### config.mk
export PLATFORM = sky130hd
export DESIGN_NAME = tpg_frame_sequencer_flat
export DESIGN_NICKNAME = d
export VERILOG_FILES = /design/src/rtl/tpg_frame_sequencer_if.sv /design/src/rtl/tpg_frame_sequencer.sv /design/src/flat_wrapper.sv
export SDC_FILE = /design/constraint.sdc
export NUM_CORES = 1
export LEC_CHECK = 0
export CORE_MARGIN = 2
export CORE_UTILIZATION = 58
export CTS_CLUSTER_SIZE = 25
export DETAILED_ROUTE_END_ITERATION = 10
export GPL_ROUTABILITY_DRIVEN = 0
export PLACE_DENSITY = 0.85
export SKIP_CTS_REPAIR_TIMING = 1
export SLEW_MARGIN = 10
export SYNTH_ARGS = -nofsm -noshare
export SYNTH_HDL_FRONTEND = slang
export SYNTH_SLANG_ARGS = --single-unit
### constraint.sdc
create_clock -name clk -period 4.2 [get_ports clk]
set_clock_uncertainty 0.2 [all_clocks]
set_input_delay 1.05 -clock clk [delete_from_list [all_inputs] [get_ports clk]]
set_output_delay 1.05 -clock clk [all_outputs]
set_load 0.005 [all_outputs]
### src/rtl/tpg_frame_sequencer_if.sv
// Host register bus for tpg_frame_sequencer.
//   cfg_wr_i    : write strobe, one cycle per write
//   cfg_rd_i    : read strobe; cfg_rdata_o is valid the following cycle
//   cfg_addr_i  : register address (0..7)
//   cfg_wdata_i : write data
//   cfg_rdata_o : registered read data
// Signal names are from the sequencer's point of view; the host side
// uses the master modport and the sequencer uses the slave modport.
interface tpg_frame_sequencer_if;
   logic        cfg_wr_i;
   logic        cfg_rd_i;
   logic [2:0]  cfg_addr_i;
   logic [15:0] cfg_wdata_i;
   logic [15:0] cfg_rdata_o;

   modport master (output cfg_wr_i, cfg_rd_i, cfg_addr_i, cfg_wdata_i,
                   input  cfg_rdata_o);
   modport slave  (input  cfg_wr_i, cfg_rd_i, cfg_addr_i, cfg_wdata_i,
                   output cfg_rdata_o);
endinterface

### src/rtl/tpg_frame_sequencer.sv
// Control/configuration front end for the FV/LV colour-bar pattern
// generator. The host programs shadow registers (width, height, line
// blanking, fps); the values reach the generator only at a frame boundary
// (FV falling edge) or while stopped. The generator is started/stopped via
// its reset, completed frames are counted and status is reported.
//
// Ports:
//   clk, reset_n      : single clock, synchronous active-low reset
//   cfg               : host register bus (tpg_frame_sequencer_if.slave)
//   fv_i              : frame valid from the generator
//   gen_reset_n_o     : generator reset, low keeps it idle
//   image_width_o, image_height_o, line_blanking_o, img_fps_o
//                     : active configuration driven to the generator
//   running_o         : sequencer is starting or running
//   cfg_pending_o     : commit requested but not yet applied
//   frame_done_o      : one-cycle pulse per counted FV fall
//
// Register map: 0 width, 1 height, 2 hblank, 3 fps (shadow, read back),
//   4 control (bit0 run, bit1 commit), 5 status (bit0 running, bit1 pending,
//   bit2 cfg_error, write 1 to bit2 to clear), 6 frame count, 7 reserved.
//
// Optional build macro TPG_SEQ_STOP_TIMEOUT_EN: when defined, a stop that
// sees no FV fall within STOP_TIMEOUT_CYCLES is forced to completion and
// flags cfg_error. When undefined, stopping waits for FV indefinitely.
module tpg_frame_sequencer #(
   parameter logic [15:0] DEFAULT_WIDTH       = 16'd1920,
   parameter logic [15:0] DEFAULT_HEIGHT      = 16'd1080,
   parameter logic [15:0] DEFAULT_HBLANK      = 16'd100,
   parameter logic [7:0]  DEFAULT_FPS         = 8'd30,
   parameter int unsigned STOP_TIMEOUT_CYCLES = 4_000_000
) (
   input  logic                        clk,
   input  logic                        reset_n,
   tpg_frame_sequencer_if.slave        cfg,
   input  logic                        fv_i,
   output logic                        gen_reset_n_o,
   output logic [15:0]                 image_width_o,
   output logic [15:0]                 image_height_o,
   output logic [15:0]                 line_blanking_o,
   output logic [7:0]                  img_fps_o,
   output logic                        running_o,
   output logic                        cfg_pending_o,
   output logic                        frame_done_o
);
   localparam logic [2:0] A_WIDTH  = 3'd0;
   localparam logic [2:0] A_HEIGHT = 3'd1;
   localparam logic [2:0] A_HBLANK = 3'd2;
   localparam logic [2:0] A_FPS    = 3'd3;
   localparam logic [2:0] A_CTRL   = 3'd4;
   localparam logic [2:0] A_STAT   = 3'd5;
   localparam logic [2:0] A_FCNT   = 3'd6;

   typedef enum logic [1:0] {
      ST_STOPPED  = 2'd0,
      ST_START    = 2'd1,
      ST_RUNNING  = 2'd2,
      ST_STOPPING = 2'd3
   } state_t;

   state_t      state, state_nxt;
   logic [15:0] sh_width, sh_height, sh_hblank;
   logic [7:0]  sh_fps;
   logic        run, cfg_error, fv_d1, fv_fall;
   logic [15:0] frame_cnt;
   logic [15:0] rd_mux;
   logic        wr_valid, wr_shadow, commit_wr;
   logic        load_active, count_en, clr_cnt;
   logic        tmo_hit;

   assign fv_fall   = fv_d1 & ~fv_i;
   assign wr_shadow = cfg.cfg_wr_i && (cfg.cfg_addr_i[2] == 1'b0);
   assign commit_wr = cfg.cfg_wr_i && (cfg.cfg_addr_i == A_CTRL) && cfg.cfg_wdata_i[1];

   // Legality of a shadow write; the full 16-bit data word is judged.
   always_comb begin
      wr_valid = 1'b0;
      case (cfg.cfg_addr_i)
         A_WIDTH:  wr_valid = (cfg.cfg_wdata_i[2:0] == 3'd0) && (cfg.cfg_wdata_i >= 16'd16);
         A_HEIGHT: wr_valid = (cfg.cfg_wdata_i != 16'd0);
         A_HBLANK: wr_valid = (cfg.cfg_wdata_i != 16'd0);
         A_FPS:    wr_valid = (cfg.cfg_wdata_i == 16'd15) || (cfg.cfg_wdata_i == 16'd30) ||
                              (cfg.cfg_wdata_i == 16'd60);
         default:  wr_valid = 1'b0;
      endcase
   end

`ifdef TPG_SEQ_STOP_TIMEOUT_EN
   logic [31:0] tmo_cnt;

   // Counts cycles spent in STOPPING; restarts at zero on every entry.
   always_ff @(posedge clk) begin
      if (!reset_n || state != ST_STOPPING) tmo_cnt <= '0;
      else                                  tmo_cnt <= tmo_cnt + 32'd1;
   end

   // fv_i still high means no FV fall is arriving this cycle.
   assign tmo_hit = (state == ST_STOPPING) && fv_i && (tmo_cnt == STOP_TIMEOUT_CYCLES - 32'd1);
`else
   logic unused_tmo;
   assign unused_tmo = ^STOP_TIMEOUT_CYCLES;
   assign tmo_hit    = 1'b0;
`endif

   // State register
   always_ff @(posedge clk) begin
      if (!reset_n) state <= ST_STOPPED;
      else          state <= state_nxt;
   end

   // Next state. STOPPING exits as soon as FV is low: either FV just fell
   // or no frame was in flight when the stop began.
   always_comb begin
      state_nxt = state;
      case (state)
         ST_STOPPED:  if (run) state_nxt = ST_START;
         ST_START:    state_nxt = ST_RUNNING;
         ST_RUNNING:  if (!run) state_nxt = ST_STOPPING;
         ST_STOPPING: if (!fv_i || tmo_hit) state_nxt = ST_STOPPED;
         default:     state_nxt = ST_STOPPED;
      endcase
   end

   // State-decoded outputs and datapath controls
   always_comb begin
      gen_reset_n_o = (state != ST_STOPPED);
      running_o     = (state == ST_START) || (state == ST_RUNNING);
      load_active   = (state == ST_START) ||
                      ((state == ST_STOPPED) && cfg_pending_o) ||
                      ((state == ST_RUNNING) && cfg_pending_o && fv_fall);
      count_en      = ((state == ST_RUNNING) || (state == ST_STOPPING)) && fv_fall;
      clr_cnt       = (state == ST_START);
   end

   always_comb begin
      rd_mux = '0;
      case (cfg.cfg_addr_i)
         A_WIDTH:  rd_mux = sh_width;
         A_HEIGHT: rd_mux = sh_height;
         A_HBLANK: rd_mux = sh_hblank;
         A_FPS:    rd_mux = {8'd0, sh_fps};
         A_CTRL:   rd_mux = {15'd0, run};
         A_STAT:   rd_mux = {13'd0, cfg_error, cfg_pending_o, running_o};
         A_FCNT:   rd_mux = frame_cnt;
         default:  rd_mux = '0;
      endcase
   end

   always_ff @(posedge clk) begin
      if (!reset_n) begin
         sh_width        <= DEFAULT_WIDTH;
         sh_height       <= DEFAULT_HEIGHT;
         sh_hblank       <= DEFAULT_HBLANK;
         sh_fps          <= DEFAULT_FPS;
         image_width_o   <= DEFAULT_WIDTH;
         image_height_o  <= DEFAULT_HEIGHT;
         line_blanking_o <= DEFAULT_HBLANK;
         img_fps_o       <= DEFAULT_FPS;
         run             <= 1'b0;
         cfg_error       <= 1'b0;
         cfg_pending_o   <= 1'b0;
         frame_done_o    <= 1'b0;
         frame_cnt       <= '0;
         fv_d1           <= 1'b0;
         cfg.cfg_rdata_o <= '0;
      end else begin
         fv_d1 <= fv_i;

         if (wr_shadow && wr_valid) begin
            case (cfg.cfg_addr_i)
               A_WIDTH:  sh_width  <= cfg.cfg_wdata_i;
               A_HEIGHT: sh_height <= cfg.cfg_wdata_i;
               A_HBLANK: sh_hblank <= cfg.cfg_wdata_i;
               default:  sh_fps    <= cfg.cfg_wdata_i[7:0];
            endcase
         end

         if (cfg.cfg_wr_i && cfg.cfg_addr_i == A_CTRL) run <= cfg.cfg_wdata_i[0];

         // A new error outranks a clear issued in the same cycle.
         if ((wr_shadow && !wr_valid) || tmo_hit)
            cfg_error <= 1'b1;
         else if (cfg.cfg_wr_i && cfg.cfg_addr_i == A_STAT && cfg.cfg_wdata_i[2])
            cfg_error <= 1'b0;

         // Active takes the shadow as it stood before any same-cycle write.
         if (load_active) begin
            image_width_o   <= sh_width;
            image_height_o  <= sh_height;
            line_blanking_o <= sh_hblank;
            img_fps_o       <= sh_fps;
         end

         // A commit landing on the apply cycle asks for another apply, so it
         // is kept rather than swallowed.
         if (commit_wr)        cfg_pending_o <= 1'b1;
         else if (load_active) cfg_pending_o <= 1'b0;

         frame_done_o <= count_en;
         if (clr_cnt)       frame_cnt <= '0;
         else if (count_en) frame_cnt <= frame_cnt + 16'd1;

         // Idle bus reads as zero so read data can be OR-combined upstream.
         cfg.cfg_rdata_o <= cfg.cfg_rd_i ? rd_mux : 16'd0;
      end
   end
endmodule

### src/flat_wrapper.sv
// flat-port wrapper written by rule: the top's interface ports become plain ports
module tpg_frame_sequencer_flat 
#(
   parameter logic [15:0] DEFAULT_WIDTH       = 16'd1920,
   parameter logic [15:0] DEFAULT_HEIGHT      = 16'd1080,
   parameter logic [15:0] DEFAULT_HBLANK      = 16'd100,
   parameter logic [7:0]  DEFAULT_FPS         = 8'd30,
   parameter int unsigned STOP_TIMEOUT_CYCLES = 4_000_000
)
  (clk, reset_n, fv_i, gen_reset_n_o, image_width_o, image_height_o, line_blanking_o, img_fps_o, running_o, cfg_pending_o, frame_done_o, cfg_cfg_wr_i, cfg_cfg_rd_i, cfg_cfg_addr_i, cfg_cfg_wdata_i, cfg_cfg_rdata_o);
  tpg_frame_sequencer_if cfg_i ();
  input  logic clk;
  input  logic reset_n;
  input  logic fv_i;
  output logic gen_reset_n_o;
  output logic [15:0] image_width_o;
  output logic [15:0] image_height_o;
  output logic [15:0] line_blanking_o;
  output logic [7:0] img_fps_o;
  output logic running_o;
  output logic cfg_pending_o;
  output logic frame_done_o;
  input wire logic [$bits(cfg_i.cfg_wr_i)-1:0] cfg_cfg_wr_i;
  input wire logic [$bits(cfg_i.cfg_rd_i)-1:0] cfg_cfg_rd_i;
  input wire logic [$bits(cfg_i.cfg_addr_i)-1:0] cfg_cfg_addr_i;
  input wire logic [$bits(cfg_i.cfg_wdata_i)-1:0] cfg_cfg_wdata_i;
  output wire logic [$bits(cfg_i.cfg_rdata_o)-1:0] cfg_cfg_rdata_o;
  assign cfg_i.cfg_wr_i = cfg_cfg_wr_i;
  assign cfg_i.cfg_rd_i = cfg_cfg_rd_i;
  assign cfg_i.cfg_addr_i = cfg_cfg_addr_i;
  assign cfg_i.cfg_wdata_i = cfg_cfg_wdata_i;
  assign cfg_cfg_rdata_o = cfg_i.cfg_rdata_o;
  tpg_frame_sequencer #(.DEFAULT_WIDTH(DEFAULT_WIDTH), .DEFAULT_HEIGHT(DEFAULT_HEIGHT), .DEFAULT_HBLANK(DEFAULT_HBLANK), .DEFAULT_FPS(DEFAULT_FPS), .STOP_TIMEOUT_CYCLES(STOP_TIMEOUT_CYCLES)) u_core (.clk(clk), .reset_n(reset_n), .cfg(cfg_i), .fv_i(fv_i), .gen_reset_n_o(gen_reset_n_o), .image_width_o(image_width_o), .image_height_o(image_height_o), .line_blanking_o(line_blanking_o), .img_fps_o(img_fps_o), .running_o(running_o), .cfg_pending_o(cfg_pending_o), .frame_done_o(frame_done_o));
endmodule
## Word-level counts from Yosys, hierarchy flattened

Index checks and enable logic that the tools add are counted.

| cells by class | value |
|---|---|
| mux-type cells | 10 |
| $add $sub $neg | 1 |
| equal/unequal tests | 15 |
| reductions and logical operators | 35 |
| magnitude comparators | 1 |
| bitwise operators | 5 |

Operators by type and width:

| kind | number |
|---|---|
| $pmux W16 S7 | 1 |
| $add A16 B1 Y16 const B | 1 |
| $eq A16 B4 Y1 const B | 1 |
| $eq A16 B5 Y1 const B | 1 |
| $eq A16 B6 Y1 const B | 1 |
| $ge A16 B5 Y1 const B | 1 |
| $reduce_bool A16 Y1 | 1 |
| $logic_and A1 B1 Y1 | 12 |
| $reduce_and A2 Y1 | 5 |
| $eq A3 B3 Y1 const B | 3 |
| $pmux W2 S4 | 1 |
| $eq A3 B2 Y1 const B | 2 |
| $logic_not A3 Y1 | 2 |
| $logic_or A1 B1 Y1 | 6 |
| $mux W2 | 3 |
| $reduce_bool A2 Y1 | 3 |
| $eq A2 B2 Y1 const B | 2 |
| $mux W1 | 4 |
| $ne A2 B2 Y1 const B | 2 |
| $not A1 Y1 | 4 |
| $reduce_or A2 Y1 | 2 |
| $eq A3 B1 Y1 const B | 1 |
| $pmux W1 S3 | 1 |
| $reduce_and A3 Y1 | 1 |
| other kinds (6) | 6 |

| storage, ports and cells | value |
|---|---|
| output and inout bits | 76 |
| register bits after elaboration | 151 |

## Depth between registers and ports, before layout

| depth | value |
|---|---|
| word-level depth | 7 |
| mapped depth | 8 |
| gate-level depth less buffers | 6 |

## Worst setup path after synthesis

Ideal clock, no wire load.

| path | value |
|---|---|
| path kind | input to register |
| from | input port cfg_cfg_wdata_i[12] |
| to | register u_core.sh_width[10] |
| arrival | 2772 ps |
| stages on the path | 5 |
| slack | 1099 ps |
| setup time | 129 ps |
| required time | 3871 ps |
| path through | or4_1 o311ai_2 buf_6 mux2i_1 nand2_1 |

| between the ends | value |
|---|---|
| cells in the longest elaborated chain, start to end | 6 |
| elaborated cells between the ends (all ways) | 11 |
| classes of those cells | order compare (1); eq/ne (3); mux (1); reduce/logical (6) |

Ends and longest elaborated chain:

| what | RTL line | text |
|---|---|---|
| from (decl) | flat_wrapper.sv:26 | `input wire logic [$bits(cfg_i.cfg_wdata_i)-1:0] cfg_cfg_wdata_i;` |
| parallel branches: the longest is 3 deep, another holds $ge A16 B5 Y1 | n/a |  |
| $pmux W1 S3 * | tpg_frame_sequencer.sv:77 | `case (cfg.cfg_addr_i)` |
| $logic_and A1 B1 Y1 * | tpg_frame_sequencer.sv:168 | `if (wr_shadow && wr_valid) begin` |
| $reduce_and A2 Y1 (no source line) * | n/a |  |
| to (signal assigned) | tpg_frame_sequencer.sv:170 | `A_WIDTH: sh_width <= cfg.cfg_wdata_i;` |
| to (decl) | tpg_frame_sequencer.sv:61 | `logic [15:0] sh_width, sh_height, sh_hblank;` |

Every way passes the cells marked *.
A chain may end at the register's enable or synchronous reset.

## Worst setup path after layout

| path | value |
|---|---|
| from | register u_core.state[0] |
| to | output port running_o |

| between the ends | value |
|---|---|
| cells in the longest elaborated chain, start to end | 2 |
| elaborated cells between the ends (all ways) | 3 |
| classes of those cells | eq/ne (2); reduce/logical (1) |

Ends and longest elaborated chain:

| what | RTL line | text |
|---|---|---|
| from (decl) | tpg_frame_sequencer.sv:60 | `state_t state, state_nxt;` |
| from (signal assigned) | tpg_frame_sequencer.sv:107 | `else state <= state_nxt;` |
| $eq A2 B1 Y1 or $eq A2 B2 Y1 (tied branches) | tpg_frame_sequencer.sv:126 | `running_o = (state == ST_START) \|\| (state == ST_RUNNING);` |
| $logic_or A1 B1 Y1 * | tpg_frame_sequencer.sv:126 |  |
| to (decl) | flat_wrapper.sv:20 | `output logic running_o;` |

Every way passes the cells marked *; elsewhere a longest branch is shown, timed or not.

==> impl_metrics.env <==
export IMPL_postSynthAreaPerCell_um2=8.91
export IMPL_total_leakage_power_nw=3.00
export IMPL_async_sr_flop_fraction=0
export IMPL_place_ws_ns=0.506
export IMPL_insertedDiodeCount=0
export IMPL_report_final_slew_viol_count=0
export IMPL_drtAntennaViolNets=0
export IMPL_synth_seq_area_share=0.470
export IMPL_final_min_period_over_clock_period=0.751
export IMPL_numPlacedInstances=916
export IMPL_core_area_um2=10800
export IMPL_drt_initial_drc_count=995
export IMPL_portBuffers=99
export IMPL_postSynth_topFlopCell="sky130_fd_sc_hd__dfxtp_1"
export IMPL_initial_util=0.593
export IMPL_design_die_area_um2=12000
export IMPL_detail_route_drc_violations=0
export IMPL_cts_buffer_depth=2
export IMPL_layout_commonest_cell="sky130_fd_sc_hd__dfxtp_1"
export IMPL_rr_startpoint="u_core.state[1]"
export IMPL_tritoncts_clock_tree="yes"
export IMPL_run_status="complete, no violations"
export IMPL_max_slew_margin=0.424
export IMPL_vias_per_cell=6.51
export IMPL_power_density_nw_per_um2=488
export IMPL_fin_hold_viols=0
export IMPL_antenna_found_initial=0
export IMPL_grt_remaining_overflow=0
export IMPL_worstSkewPairLatency_ns=0.55
export IMPL_final_setup_worst_slack_ns=1.05
export IMPL_critical_path_n_buffers_inverters=2
export IMPL_maxCapViolations=0
export IMPL_regToRegSetupSlack_ns=1.28
export IMPL_multi_input_comb_area_um2=3110
export IMPL_grt_total_usage=0.338
export IMPL_tritoncts_num_buffers=17
export IMPL_post_synthesis_instance_area_um2=6430
export IMPL_fmax_mhz=317
export IMPL_layoutNonFillerInstCount=947
export IMPL_chip_height_um=109
export IMPL_final_net_count=825
export IMPL_layout_cells_sized_above_1=0.0867
export IMPL_layout_common_cells="sky130_fd_sc_hd__dfxtp_1 (151), sky130_fd_sc_hd__clkdlybuf4s50_1 (98), sky130_fd_sc_hd__nand3_1 (90)"
export IMPL_number_of_global_route_vias_before_repair=5844
export IMPL_htree_levels=4
export IMPL_synth_lib_cells_used_distinct=54
export IMPL_wire_per_inst_um=20.7
export IMPL_ir_drop_v=0.000229
export IMPL_max_stage_delay_ns=0.54
export IMPL_first_pass_iters=7
export IMPL_worstSetupStartpointType="flop"
export IMPL_critical_path_arrival_ns=1.90
export IMPL_worst_ep_required_time_ns=2.95
export IMPL_ws_path_type="flop to output port"
export IMPL_min_delay_path_depth=2
export IMPL_detailedPlacementHpwl_um=12700
export IMPL_num_io_pins=100
export IMPL_n_fill_cell=731
export IMPL_grt_pass1_wl_um=30600
export IMPL_hold_class="flop to flop"
export IMPL_hold_slack_ns=0.262
export IMPL_postLayoutCoreUtil=0.749
export IMPL_synth_edf_count=0
export IMPL_register_area_um2=3020
export IMPL_min_delay_start="u_core.line_blanking_o[9]"
export IMPL_setup_repair_after_global_routing_missed_its_margin="no"
export IMPL_reg2reg_depth=6
export IMPL_numClockSinks=151
export IMPL_setup_tns_final_ns=0
export IMPL_crit_slowest_cell="sky130_fd_sc_hd__clkdlybuf4s50_1"
export IMPL_placementRows=38
export IMPL_tightestPinTransition_ns=0.863
export IMPL_die_x_um=109
export IMPL_reg_to_reg_end="u_core.frame_cnt[7]"
export IMPL_grt_max_degree=76
export IMPL_worstPathMaxFanout=4
export IMPL_post_synth_inst_count=722
export IMPL_routed_via_count=6164
export IMPL_crit_path_cell_trace="inv_1 > ha_1 > clkdlybuf4s50_1"
export IMPL_synth_ff_latch_count=151
export IMPL_synth_nets=752
export IMPL_period_needed_ns=3.15
export IMPL_drt_total_wl_um=19600
export IMPL_area_growth_syn_to_layout_pct=26.2
export IMPL_synthesis_yosys_warnings=0
export IMPL_setup_violations=0
export IMPL_critical_path_endpoint_type="output port"
export IMPL_timing_critical_path_max_delay_family="buffers and inverters"
export IMPL_cts_root_buffer_cell="sky130_fd_sc_hd__clkbuf_8"
export IMPL_clkTransAtPathRegs_ns=0.06
export IMPL_hold_path_endpoint="u_core.line_blanking_o[9]"
[cells in the mapped netlist, drive strengths merged, types with 3 or more instances]
master / number / area, um2
buf: 11 / 75.1
nand4: 5 / 31.3
nor2b: 5 / 31.3
or4: 14 / 109
o31ai: 8 / 60.1
mux2: 3 / 33.8
a22oi: 16 / 120
o21ai: 63 / 315
a21oi: 58 / 290
nor2: 44 / 165
or2: 3 / 18.8
nand2b: 7 / 43.8
dfxtp: 151 / 3020
o22a: 7 / 61.3
nor4: 3 / 18.8
ha: 6 / 75.1
inv: 9 / 33.8
mux2i: 49 / 490
and4: 3 / 26.3
and3: 10 / 67.6
nor3: 5 / 25.0
and2: 3 / 18.8
mux4: 7 / 158
clkbuf: 54 / 203
nand2: 56 / 210
nand3: 91 / 460
xnor2: 4 / 35.0
[how the worst max path moves through the flow]
stage | to | slack, ns | startpoint | depth (start not counted)
after floorplan | u_core.sh_width[10] | 1.10 | cfg_cfg_wdata_i[12] | 5
after global placement | u_core.sh_fps[7] | 0.55 | cfg_cfg_wdata_i[6] | 5
after detailed placement | u_core.sh_fps[7] | 0.51 | cfg_cfg_wdata_i[6] | 5
after CTS | running_o | 1.04 | u_core.state[0] | 3
after global routing | u_core.sh_fps[7] | 0.96 | cfg_cfg_wdata_i[6] | 5
final | running_o | 1.05 | u_core.state[0] | 3
[power breakdown]
part           leakage [nW]  switching [mW]  total [mW]  internal, mW
sequential             1.22          0.0513        1.57          1.52
combinational          1.47           0.457       0.765         0.309
clock                 0.303           0.589        1.63          1.04
total                  3.00            1.10        3.96          2.87
[routing by layer]
layer  vias up  routed length [um]  track usage
met2       424                9270        0.539
li1       2737                   -            -
met4         0                 838        0.158
met1      2905                7330        0.435
met5         -                   0            0
met3        98                2170       0.0800
[kinds of logic (layout without fill, tap and decap cells)]
group,Yosys count,after routing,share of synthesized area
simple gates,258,258,0.202
buf+inv,74,159,0.0484
flops,151,151,0.470
mux,59,59,0.106
xor+xnor,5,5,0.00681
fa+ha+maj,6,6,0.0117
compound gates,169,169,0.155
[registers in the layout, indices dropped and copies added, names as in the netlist]
register,count
u_core.sh_fps,8
u_core.frame_done_o,1
u_core.image_width_o,16
u_core.img_fps_o,8
u_core.cfg_error,1
u_core.sh_hblank,16
u_core.frame_cnt,16
u_core.sh_height,16
u_core.cfg.cfg_rdata_o,16
u_core.line_blanking_o,16
u_core.sh_width,16
u_core.run,1
u_core.fv_d1,1
u_core.cfg_pending_o,1
u_core.image_height_o,16
u_core.state,2
[cell type report]
type / instances / share of cell area
tap: 140 / 0.0216
timing repair buffer: 119 / 0.141
inverter: 9 / 0.00416
clock inverter: 7 / 0.0173
clock buffer: 24 / 0.0604
multi-input combinational: 497 / 0.383
sequential: 151 / 0.372
[per-stage QoR]
step | cell area (um2) | power, mW
floorplan | 6430 | 2.02
global placement | 7490 | 2.30
detailed placement | 7490 | 2.33
CTS | 8120 | 3.95
global route | 8120 | 4.09
finish | 8120 | 3.96
[tightest hold or removal path, stage by stage (launching register included)]
cell	delay [ns]
sky130_fd_sc_hd__dfxtp_1	0.31
sky130_fd_sc_hd__nand3_1	0.06
sky130_fd_sc_hd__a21oi_1	0.05
Note: power is estimated with default switching activity, not from simulation.
